$ cat config.mk
export PLATFORM = sky130hd
export DESIGN_NAME = ifetch_ctrl
export DESIGN_NICKNAME = d
export VERILOG_FILES = /design/src/rtl/ifetch_ctrl_pkg.sv /design/src/rtl/ifetch_byte_pack.sv /design/src/rtl/ifetch_ctrl.sv
export SDC_FILE = /design/constraint.sdc
export NUM_CORES = 1
export LEC_CHECK = 0
export BUFFER_PORTS_ARGS = -buffer_cell sky130_fd_sc_hd__buf_2
export CORE_ASPECT_RATIO = 0.7
export CORE_MARGIN = 2
export CORE_UTILIZATION = 50
export CTS_BUF_LIST = sky130_fd_sc_hd__clkbuf_4 sky130_fd_sc_hd__clkbuf_8
export DETAILED_ROUTE_END_ITERATION = 7
export GPL_TIMING_DRIVEN = 0
export PLACE_DENSITY = 0.85
export SYNTH_ARGS = -nofsm -noshare
export SYNTH_HDL_FRONTEND = slang
export SYNTH_SLANG_ARGS = --single-unit
$ cat constraint.sdc
create_clock -name clk -period 2.5 [get_ports clk]
set_input_delay 0.5 -clock clk [delete_from_list [all_inputs] [get_ports clk]]
set_output_delay 0.5 -clock clk [all_outputs]
set_load 0.02 [all_outputs]
$ cat src/rtl/ifetch_ctrl_pkg.sv
// Shared constants for the instruction-fetch controller: CPU widths, memory
// address width default, FSM state encoding and arbiter grant identifiers.
package ifetch_ctrl_pkg;

   localparam int IF_PC_W    = 32;
   localparam int IF_INSTR_W = 32;
   localparam int IF_ADDR_W  = 8;

   localparam logic [2:0] ST_IDLE  = 3'd0;
   localparam logic [2:0] ST_RD    = 3'd1;
   localparam logic [2:0] ST_DRAIN = 3'd2;
   localparam logic [2:0] ST_RSP   = 3'd3;
   localparam logic [2:0] ST_WR    = 3'd4;

   localparam logic GRANT_FETCH  = 1'b0;
   localparam logic GRANT_LOADER = 1'b1;

endpackage

$ cat src/rtl/ifetch_byte_pack.sv
// Byte-serial assembly register: bytes shift in MSB-first, so the first byte
// read lands in the top byte of the instruction word.
module ifetch_byte_pack
   import ifetch_ctrl_pkg::*;
#(
   parameter int INSTR_W = IF_INSTR_W
) (
   input  logic               clk,
   input  logic               clr,
   input  logic               shift_en,
   input  logic [7:0]         din,
   output logic [INSTR_W-1:0] dout
);

   logic [INSTR_W-1:0] word;

   always_ff @(posedge clk) begin
      if (clr)
         word <= '0;
      else if (shift_en)
         word <= {word[INSTR_W-9:0], din};
   end

   assign dout = word;

endmodule

$ cat src/rtl/ifetch_ctrl.sv
// Fetch sequencer and round-robin arbiter for a single-port byte-wide
// instruction memory shared by the CPU fetch port and the boot/debug loader.
module ifetch_ctrl
   import ifetch_ctrl_pkg::*;
#(
   parameter int ADDR_W  = IF_ADDR_W,
   parameter int INSTR_W = IF_INSTR_W,
   parameter int PC_W    = IF_PC_W
) (
   input  logic               clk,
   input  logic               rst,
   input  logic               fetch_req,
   input  logic [PC_W-1:0]    fetch_pc,
   output logic               fetch_ready,
   output logic               rsp_valid,
   input  logic               rsp_ready,
   output logic [INSTR_W-1:0] rsp_instr,
   output logic               rsp_err,
   input  logic               ld_req,
   input  logic [ADDR_W-1:0]  ld_addr,
   input  logic [7:0]         ld_data,
   output logic               ld_ack,
   output logic               mem_en,
   output logic               mem_we,
   output logic [ADDR_W-1:0]  mem_addr,
   output logic [7:0]         mem_wdata,
   input  logic [7:0]         mem_rdata
);

   logic [2:0]         state;
   logic [1:0]         cnt;
   logic               last_grant;
   logic               err_q;
   logic [ADDR_W-1:0]  base;
   logic [ADDR_W-1:0]  wr_addr;
   logic [7:0]         wr_data;
   logic               idle;
   logic               grant_fetch;
   logic               grant_ld;
   logic               fetch_bad;
   logic               pack_shift;
   logic [INSTR_W-1:0] pack_word;

   assign idle        = (state == ST_IDLE);
   // Under contention the requester that was not served last wins.
   assign grant_fetch = idle && fetch_req && (!ld_req || last_grant == GRANT_LOADER);
   assign grant_ld    = idle && ld_req && !grant_fetch;
   assign fetch_bad   = (fetch_pc[1:0] != 2'b00) || (fetch_pc[PC_W-1:ADDR_W] != '0);

   always_ff @(posedge clk) begin
      if (rst) begin
         state      <= ST_IDLE;
         cnt        <= 2'd0;
         last_grant <= GRANT_LOADER;
         err_q      <= 1'b0;
      end else begin
         case (state)
            ST_IDLE: begin
               if (grant_fetch) begin
                  last_grant <= GRANT_FETCH;
                  cnt        <= 2'd0;
                  err_q      <= fetch_bad;
                  state      <= fetch_bad ? ST_RSP : ST_RD;
               end else if (grant_ld) begin
                  last_grant <= GRANT_LOADER;
                  state      <= ST_WR;
               end
            end
            ST_RD: begin
               cnt <= cnt + 2'd1;
               if (cnt == 2'd3)
                  state <= ST_DRAIN;
            end
            ST_DRAIN: state <= ST_RSP;
            ST_RSP:   if (rsp_ready) state <= ST_IDLE;
            ST_WR:    state <= ST_IDLE;
            default:  state <= ST_IDLE;
         endcase
      end
   end

   always_ff @(posedge clk) begin
      if (grant_fetch)
         base <= fetch_pc[ADDR_W-1:0];
      if (grant_ld) begin
         wr_addr <= ld_addr;
         wr_data <= ld_data;
      end
   end

   // Read data trails the address by one cycle, so the shift window is RD(cnt 1..3) plus DRAIN.
   assign pack_shift = ((state == ST_RD) && (cnt != 2'd0)) || (state == ST_DRAIN);

   ifetch_byte_pack #(
      .INSTR_W (INSTR_W)
   ) u_pack (
      .clk      (clk),
      .clr      (grant_fetch),
      .shift_en (pack_shift),
      .din      (mem_rdata),
      .dout     (pack_word)
   );

   assign fetch_ready = idle;
   assign rsp_valid   = !rst && (state == ST_RSP);
   assign rsp_err     = rsp_valid && err_q;
   assign rsp_instr   = (rsp_valid && !err_q) ? pack_word : '0;

   // Gating with rst keeps a reset cycle from performing or acknowledging an access.
   assign mem_en    = !rst && ((state == ST_RD) || (state == ST_WR));
   assign mem_we    = !rst && (state == ST_WR);
   assign ld_ack    = mem_we;
   assign mem_addr  = (state == ST_RD) ? base + ADDR_W'(cnt) :
                      (state == ST_WR) ? wr_addr : '0;
   assign mem_wdata = (state == ST_WR) ? wr_data : 8'h00;

endmodule

Word level (Yosys, flattened, before mapping)
Cells that the tools add are included.
{"block": "word_totals", "register_bits": 63, "in_bits": 61, "output_inout_bits": 54, "wordCells": 61}
{"block": "classes", "n_addsub": 2, "eq_ne": 9, "n_mux": 14, "n_reduce_logical": 28}
{"cell": "$mux W32", "n": 1}
{"cell": "$mux W8", "n": 3}
{"cell": "$reduce_bool A24 Y1", "n": 1}
{"cell": "$mux W3", "n": 4}
{"cell": "$pmux W3 S4", "n": 1}
{"cell": "$logic_and A1 B1 Y1", "n": 10}
{"cell": "$add A8 B2 Y8", "n": 1}
{"cell": "$reduce_bool A2 Y1", "n": 4}
{"cell": "$eq A3 B2 Y1 const B", "n": 2}
{"cell": "$reduce_and A2 Y1", "n": 3}
{"cell": "$logic_not A1 Y1", "n": 4}
{"cell": "$logic_or A1 B1 Y1", "n": 4}
{"cell": "$mux W2", "n": 2}
{"cell": "$ne A2 B2 Y1 const B", "n": 2}
{"cell": "$pmux W2 S2", "n": 1}
{"cell": "$eq A3 B1 Y1 const B", "n": 1}
{"cell": "$eq A3 B3 Y1 const B", "n": 1}
{"cell": "$logic_not A3 Y1", "n": 1}
{"cell": "$ne A3 B1 Y1 const B", "n": 1}
{"cell": "$reduce_and A3 Y1", "n": 1}
{"cell": "$add A2 B1 Y2 const B", "n": 1}
{"cell": "$eq A2 B2 Y1 const B", "n": 1}
{"cell": "$mux W1", "n": 2}
{"cell": "$ne A2 B1 Y1 const B", "n": 1}

Depth between registers and ports, before layout
Gate-level depths: netlist of the first run.
{"block": "depth", "ltp_word": 8, "mapped_depth": 7}

By module
A second synthesis of the first run with hierarchy kept.
{"block": "hier_totals", "hier_cells": 281, "hier_area_um2": 2951.6}
{"module": "ifetch_ctrl", "instances": 1, "cells_per_inst": 178, "area_each_um2": 1788.0, "seq_area_each_um2": 860.8}
{"module": "ifetch_byte_pack", "instances": 1, "cells_per_inst": 103, "area_each_um2": 1163.6, "seq_area_each_um2": 640.6}

Worst setup path after synthesis of the first run
OpenSTA, ideal clock, no wires.
{"block": "synth_path", "path_type": "input -> output", "start": "in rst", "end": "out rsp_instr[10]", "arrival_ns": 2.013, "t_required_ns": 2.000, "setup_slack_ns": -0.013, "stages": 5, "n_path_buf": 2, "cell_sequence": "clkbuf_1 -> nor3b_1 -> and2b_1 -> clkbuf_1 -> and2_1"}
{"block": "synth_via", "elab_chain_len": 4}
{"item": "start: declaration", "line": "ifetch_ctrl.sv:11", "text": "input logic rst,"}
{"item": "$logic_not A1 Y1", "line": "ifetch_ctrl.sv:105", "text": "assign rsp_valid = !rst && (state == ST_RSP);"}
{"item": "$logic_and A1 B1 Y1", "line": "ifetch_ctrl.sv:105"}
{"item": "via rsp_valid", "line": "ifetch_ctrl.sv:15", "text": "output logic rsp_valid,"}
{"item": "$logic_and A1 B1 Y1", "line": "ifetch_ctrl.sv:107", "text": "assign rsp_instr = (rsp_valid && !err_q) ? pack_word : '0;"}
{"item": "$mux W32", "line": "ifetch_ctrl.sv:107"}
{"item": "end: declaration", "line": "ifetch_ctrl.sv:17", "text": "output logic [INSTR_W-1:0] rsp_instr,"}
The timed path passes the listed nets, and every way through them passes these cells.

Worst setup path after layout of the first run
{"block": "layout_path", "start": "reg cnt[0]", "end": "out mem_addr[6]"}
{"block": "layout_via", "elab_chain_len": 2}
{"item": "start: declaration", "line": "ifetch_ctrl.sv:31", "text": "logic [1:0] cnt;"}
{"item": "start signal: assignment", "line": "ifetch_ctrl.sv:70", "text": "cnt <= cnt + 2'd1;"}
{"item": "$add A8 B2 Y8", "line": "ifetch_ctrl.sv:113", "text": "assign mem_addr = (state == ST_RD) ? base + ADDR_W'(cnt) :"}
{"item": "$mux W8", "line": "ifetch_ctrl.sv:113"}
{"item": "end: declaration", "line": "ifetch_ctrl.sv:25", "text": "output logic [ADDR_W-1:0] mem_addr,"}
Every way passes these cells.

==> results.json, run 1 <==
{
  "synth.avg_cell_area_um2": 10.4,
  "drc": 0,
  "skew_ps": 5.35,
  "worstPathMaxFanout": 4,
  "min-delay-start": "ld_data[4]",
  "fmax_mhz": 415,
  "syn-num-nets": 340,
  "finalHoldViolations": 0,
  "hpwl_um": 4870,
  "swShare_pct": 30.7,
  "syn2layout_area_growth_pct": 32.4,
  "drive_gt1_share_pct": 38.6,
  "worstPathRequired_ps": 2000,
  "fin_setup_tns_ps": 0,
  "tightestPinTransition_ps": 937,
  "layout.nets": 463,
  "grt_pass1_vias": 2180,
  "relSlewSlack_pct": 37.6,
  "dieArea_mm2": 0.00635,
  "fin_crit_ps": 2410,
  "combPwrFrac_pct": 25.4,
  "power_switching_w": 0.000971,
  "finish.utilization_pct": 67.5,
  "grt_setup_unrepaired": "yes",
  "yosysWarnings": 0,
  "clkSinkCount": 63,
  "total_power_w": 0.00316,
  "yosys.area.top_type": "dfxtp_1",
  "die_x_um": 94.4,
  "antenna_left": 0,
  "p_int_w": 0.00219,
  "antenna_cells": 0,
  "cts_root_buffer": "clkbuf_8",
  "routedWlPerCell_um": 13.3,
  "antenna_found_initial": 0,
  "cp-start-kind": "register",
  "grt_use_total_pct": 20.8,
  "clockBufferDepth": 2,
  "coreArea_mm2": 0.00561,
  "grt_pass1_wl_um": 10000,
  "grt_max_degree": 18,
  "yosysSeqAreaShare_pct": 52.5,
  "die_h_um": 67.3,
  "port_buffers": 113,
  "synth_cells": 274,
  "io_pins": 115,
  "maxCapViolations": 0,
  "finalWeightedCongestion": 0.791,
  "netlist_area_mm2": 0.00286,
  "start_util_pct": 51.0,
  "fill_cells": 487,
  "cts.htree.levels": 3,
  "tritoncts": "yes",
  "hold_buffers": 0,
  "synth_common_cells": "and2_1 (41), nor2_1 (41), dfxtp_1 (39), mux2i_1 (32), edfxtp_1 (24)",
  "cts_buffers": 9,
  "cp-end-kind": "output port",
  "holdPathEnd": "wr_data[4]",
  "fin_crit_sh_pct": 96.3,
  "cts_setup_buffers": 0,
  "drv_slew": 0,
  "cts-resized-gates": 5,
  "first_iter_violations": 110,
  "synth.distinct_cells": 39,
  "synthArstFlopShare_pct": 0,
  "synth-edff-count": 24,
  "clkLatencyLatePin_ps": 330,
  "reg2reg_slack_ps": 520,
  "status": "finished, final reports clean",
  "path_class": "reg2out",
  "hold_path_depth": 1,
  "rr_startpoint": "cnt[1]",
  "timing.rr.end": "u_pack.dout[12]",
  "routed_wl_um": 6360,
  "peakVddDrop_mv": 0.491,
  "pwr_density_cell_mw_per_mm2": 834,
  "p_leak_nw": 1.73,
  "seq_power_share_pct": 44.9,
  "cp_data_arrival_time_ps": 1910,
  "finalSetupViolations": 0,
  "grt-ovfl-total": 0,
  "hold_ws_ps": 343,
  "vias_per_cell": 4.94,
  "num_rows": 23,
  "pwr-share-clk_pct": 29.7,
  "cts.clk_slew.worst_paths_ps": 70,
  "hold_class": "in2reg",
  "reg2reg_depth": 7,
  "synthFlopType": "dfxtp_1",
  "synth_seq_cells": 63,
  "num_vias": 2356,
  "drt_first_pass_iters": 4,
  "synthTopCellsByArea": "dfxtp_1 (27%), edfxtp_1 (25%), mux2i_1 (11%), and2_1 (9.0%), nor2_1 (5.4%)",
  "synth_top_area_share_pct": 27.3
}
==> worst max-delay path, cell delays in order, from the launching register on <==
cell and delay [ps]:
dfxtp_2 350, ha_1 170, inv_1 60, fa_2 380, nor3_4 200, xnor2_1 90
o21ai_1 150, buf_4 170
==> state kept, by name, indices dropped and copies added (netlist names) <==
signal,cells
u_pack.dout,32
base,8
wr_addr,8
wr_data,8
state,3
cnt,2
err_q,1
last_grant,1
==> routing by layer <==
| metal | share of wire [%] | wire, um | vias to the layer above | GRT usage, % |
|---|---|---|---|---|
| li1 | - | - | 1181 | - |
| met1 | 48 | 3040 | 1074 | 27.8 |
| met2 | 45 | 2840 | 94 | 32.7 |
| met3 | 6.8 | 435 | 7 | 5.92 |
| met4 | 0.72 | 46 | 0 | 7.25 |
| met5 | 0 | 0 | - | 0 |
==> cell type report <==
class                      instances  area (um^2)  area share, %
clock buffer                       9          124           3.27
tap                               75         93.8           2.48
timing repair buffer             113          568           15.0
buffer                            15          108           2.84
multi-input combinational        191         1290           34.0
inverter                           4         15.0          0.396
clock inverter                     7         87.6           2.31
sequential                        63         1500           39.7
==> layout by cell type (no fill, tap or decap), types with 2 or more instances in the layout <==
cell	synthesis	final
buf_2	6	117
and2_1	41	41
nor2_1	41	41
dfxtp_1	39	37
mux2i_1	32	32
edfxtp_1	24	24
nand2_1	12	12
clkbuf_8	0	9
o21ai_0	9	8
a21oi_1	7	6
nor4_1	6	6
xnor2_1	5	5
inv_1	4	4
clkbuf_4	0	4
ha_1	4	4
buf_4	2	3
nand2b_1	4	3
nor2b_1	3	3
nor3_1	4	3
buf_6	3	3
nor3b_4	0	2
nand3_1	2	2
a31oi_1	2	2
clkinv_1	0	2
bufinv_16	0	2
clkinvlp_4	0	2
dfxtp_2	0	2
==> worst max path at each step <==
stage,slack (ps),endpoint,startpoint,cells after the start
floorplan,240,rsp_instr[10],rst,5
global placement,80,rsp_instr[2],rst,6
detailed placement,70,rsp_instr[6],rst,6
CTS,10,mem_addr[5],state[1],6
global route,-50,mem_addr[6],cnt[0],7
finish,90,mem_addr[6],cnt[0],7
==> power groups by stage <==
stage                     clock [W]  combinational [W]  sequential (W)
after global routing        0.00100           0.000894         0.00144
after global placement            0           0.000758         0.00142
after CTS                  0.000961           0.000790         0.00141
final                      0.000938           0.000804         0.00142
after detailed placement          0           0.000781         0.00144
after floorplan                   0           0.000584         0.00139
==> logic make-up after synthesis <==
group / after synthesis / synth area share (%)
AND/OR/NAND/NOR: 123 / 22.5
flip-flops: 63 / 52.5
multiplexers: 32 / 11.2
AO/OA/AOI/OAI: 25 / 5.55
buffers and inverters: 20 / 4.02
XOR/XNOR: 6 / 1.84
adder cells (fa/ha/maj): 5 / 2.45
==> through the flow <==
step | setup slack [ps] | std cells | area (um^2)
2_1_floorplan | 238 | 274 | 2870
3_3_place_gp | 78.7 | 462 | 3530
3_5_place_dp | 73.6 | 462 | 3530
4_1_cts | 12.6 | 478 | 3760
5_1_grt | -52.1 | 477 | 3790
6_report | 92.3 | 477 | 3790
No activity file was read; power rests on OpenSTA's default activity.
==> inputs of run 2 (changes only) <==
--- a/config.mk
+++ b/config.mk
@@ -5,6 +5,7 @@
 export SDC_FILE = /design/constraint.sdc
 export NUM_CORES = 1
 export LEC_CHECK = 0
+export ABC_AREA = 1
 export BUFFER_PORTS_ARGS = -buffer_cell sky130_fd_sc_hd__buf_2
 export CORE_ASPECT_RATIO = 0.7
 export CORE_MARGIN = 2
==> run 2 against run 1 <==
Effect of this change:
- flip-flop and latch count stayed put
- clock-buffer cell count stayed put
- die area is 0.42% lower
- largest power group unchanged
==> results.json, run 2 <==
{
  "cp-end-kind": "output port",
  "mostFrequentLayoutCells": "buf_2 (115), nor2_1 (66), inv_1 (54), dfxtp_1 (38), a21oi_1 (36)",
  "yosysSeqAreaShare_pct": 52.7,
  "path_cells": "ha_2 -> inv_2 -> fa_2 -> or2_4 -> a32o_1 -> buf_6",
  "syn2layout_area_growth_pct": 30.3,
  "grt_pass1_vias": 2473,
  "multiInputGateArea_mm2": 0.00105,
  "final_common_cell": "buf_2",
  "synthArstFlopShare_pct": 0,
  "hpwl_um": 5090,
  "vias_per_cell": 4.82,
  "synth_top_area_share_pct": 27.4,
  "start_util_pct": 53.1,
  "tightestPinTransition_ps": 584,
  "netlist_area_mm2": 0.00285,
  "synth_seq_cells": 63,
  "first_iter_violations": 145,
  "finalSetupViolations": 0,
  "pwr_density_cell_mw_per_mm2": 1030,
  "yosysWarnings": 0,
  "synth.distinct_cells": 31,
  "synth_common_cells": "nor2_1 (67), inv_1 (55), dfxtp_1 (39), a21oi_1 (36), nand2_1 (31)",
  "finalHoldViolations": 0,
  "grt_setup_unrepaired": "yes",
  "layout.nets": 536,
  "die_x_um": 94.2,
  "path_class": "reg2out",
  "antenna_left": 0,
  "antenna_cells": 0,
  "drive_gt1_share_pct": 34.7,
  "cts_buffers": 9,
  "p_leak_nw": 1.82,
  "yosys.area.top_type": "dfxtp_1",
  "skew_ps": 8.79,
  "cp-start-kind": "register",
  "synth_most_common_cell": "nor2_1",
  "drt_first_pass_iters": 5,
  "cpMaxStageDelayCell": "fa_2",
  "cts_root_buffer": "clkbuf_8",
  "syn-num-nets": 410,
  "largest_register_ffs": 32,
  "num_vias": 2639,
  "clkSinkCount": 63,
  "register_area_mm2": 0.00150,
  "synth_cells": 344,
  "maxCapViolations": 0,
  "drv_slew": 0,
  "worstPathRequired_ps": 2000,
  "routed_wl_um": 6570,
  "hold_buffers": 0,
  "routedWlPerCell_um": 12.0,
  "fin_crit_ps": 2410,
  "status": "finished, final reports clean",
  "fill_cells": 496,
  "relSlewSlack_pct": 61.0,
  "hold_class": "in2reg",
  "grt_use_total_pct": 22.3,
  "synthTopCellsByArea": "dfxtp_1 (27%), edfxtp_1 (25%), nor2_1 (8.8%), inv_1 (7.2%), a21oi_1 (6.3%)",
  "synth.avg_cell_area_um2": 8.28,
  "io_pins": 115,
  "port_buffers": 114,
  "num_rows": 22,
  "cp_slowest_stage_delay_ps": 390,
  "tritoncts": "yes",
  "setup_ws_ps": 88.5,
  "cts.htree.levels": 3,
  "dieArea_mm2": 0.00633,
  "synthFlopType": "dfxtp_1",
  "grt-ovfl-total": 0,
  "finalWeightedCongestion": 0.854,
  "worstPathMaxFanout": 3,
  "grt_pass1_wl_um": 10800,
  "drc": 0,
  "grt_max_degree": 17,
  "coreArea_mm2": 0.00537,
  "clkLatencyLatePin_ps": 330,
  "antenna_found_initial": 0,
  "post-place-ws_ps": 187,
  "fmax_mhz": 415,
  "cts.clk_slew.worst_paths_ps": 70,
  "fin_crit_sh_pct": 96.5,
  "clockBufferDepth": 2,
  "hold_ws_ps": 339,
  "cp_data_arrival_time_ps": 1910,
  "peakVddDrop_mv": 0.541,
  "synth-edff-count": 24,
  "die_h_um": 67.2
}
[run 2: changes by cell type in the layout (fill, tap and decap cells not counted), moves of 5 or more]
cell / before / now
nand3_1: 2 / 7
inv_1: 4 / 54
mux2i_1: 32 / 0
inv_2: 0 / 7
xnor2_1: 5 / 0
o21ai_1: 1 / 16
nor2_1: 41 / 66
nor4_1: 6 / 0
and2_1: 41 / 0
nand2_1: 12 / 30
o21ai_0: 8 / 26
a21oi_1: 6 / 36
[run 2: final cells by class]
type,instances,area share [%]
Buffer,13,2.43
Clock buffer,9,3.34
Clock inverter,7,1.05
Inverter,62,6.27
Multi-Input combinational cell,206,28.2
Sequential cell,63,40.5
Tap cell,72,2.43
Timing Repair Buffer,115,15.8
[run 2: worst paths after layout]
kind / start / endpoint / slack (ps) / depth (start not counted)
max: cnt[0] / mem_addr[2] / 90 / 6
min: ld_addr[5] / wr_addr[5] / 340 / 1
max reg2reg: state[0] / wr_data[3] / 710 / 7
min reg2reg: u_pack.dout[29] / u_pack.dout[29] / 450 / 2
[run 2: cell families (layout without fill, tap and decap cells)]
logic type	Yosys count	count (layout)	synth area share, %
fa+ha+maj	5	5	2.46
compound gates	83	83	15.2
xor+xnor	1	1	0.307
buf+inv	75	206	11.2
flops	63	63	52.7
simple gates	117	117	18.2
[run 2: per-stage QoR]
step                power [W]  utilization (%)  cell area, um^2  instances  setup TNS [ps]
detailed placement    0.00307             65.4             3510        530               0
finish                0.00382             69.1             3710        547               0
global route          0.00411             69.1             3710        547           -32.5
floorplan             0.00264                -             2850        344               0
global placement      0.00299             65.4             3510        530               0
CTS                   0.00381             68.7             3690        547               0
[run 2: layer usage]
layer / GRT usage (%) / wire, um
met3: 6.25 / 467
met5: 0 / 0
met1: 29.1 / 3080
met2: 35.4 / 2910
met4: 9.06 / 112
[run 2: worst max-delay path, delay by kind of cell, from the launching register on]
kind                       cells  cell delay (ps)
adders and majority gates      2              570
DFF                            1              340
AOI/OAI and AO/OA              1              260
and+or+nand+nor                1              230
buffers and inverters          2              170
[run 2: power breakdown]
group | leakage, nW | internal [W] | switching [W]
combinational | 1.19 | 0.000548 | 0.000960
clock | 0.0889 | 0.000350 | 0.000387
sequential | 0.547 | 0.00142 | 0.000159
[run 2: what timing repair did]
item,CTS,global route
setup buffers,1,0
hold endpoints to repair,0,0
setup endpoints to repair,2,23
gates resized for setup,3,15
cloned,0,0
pin swaps,0,5
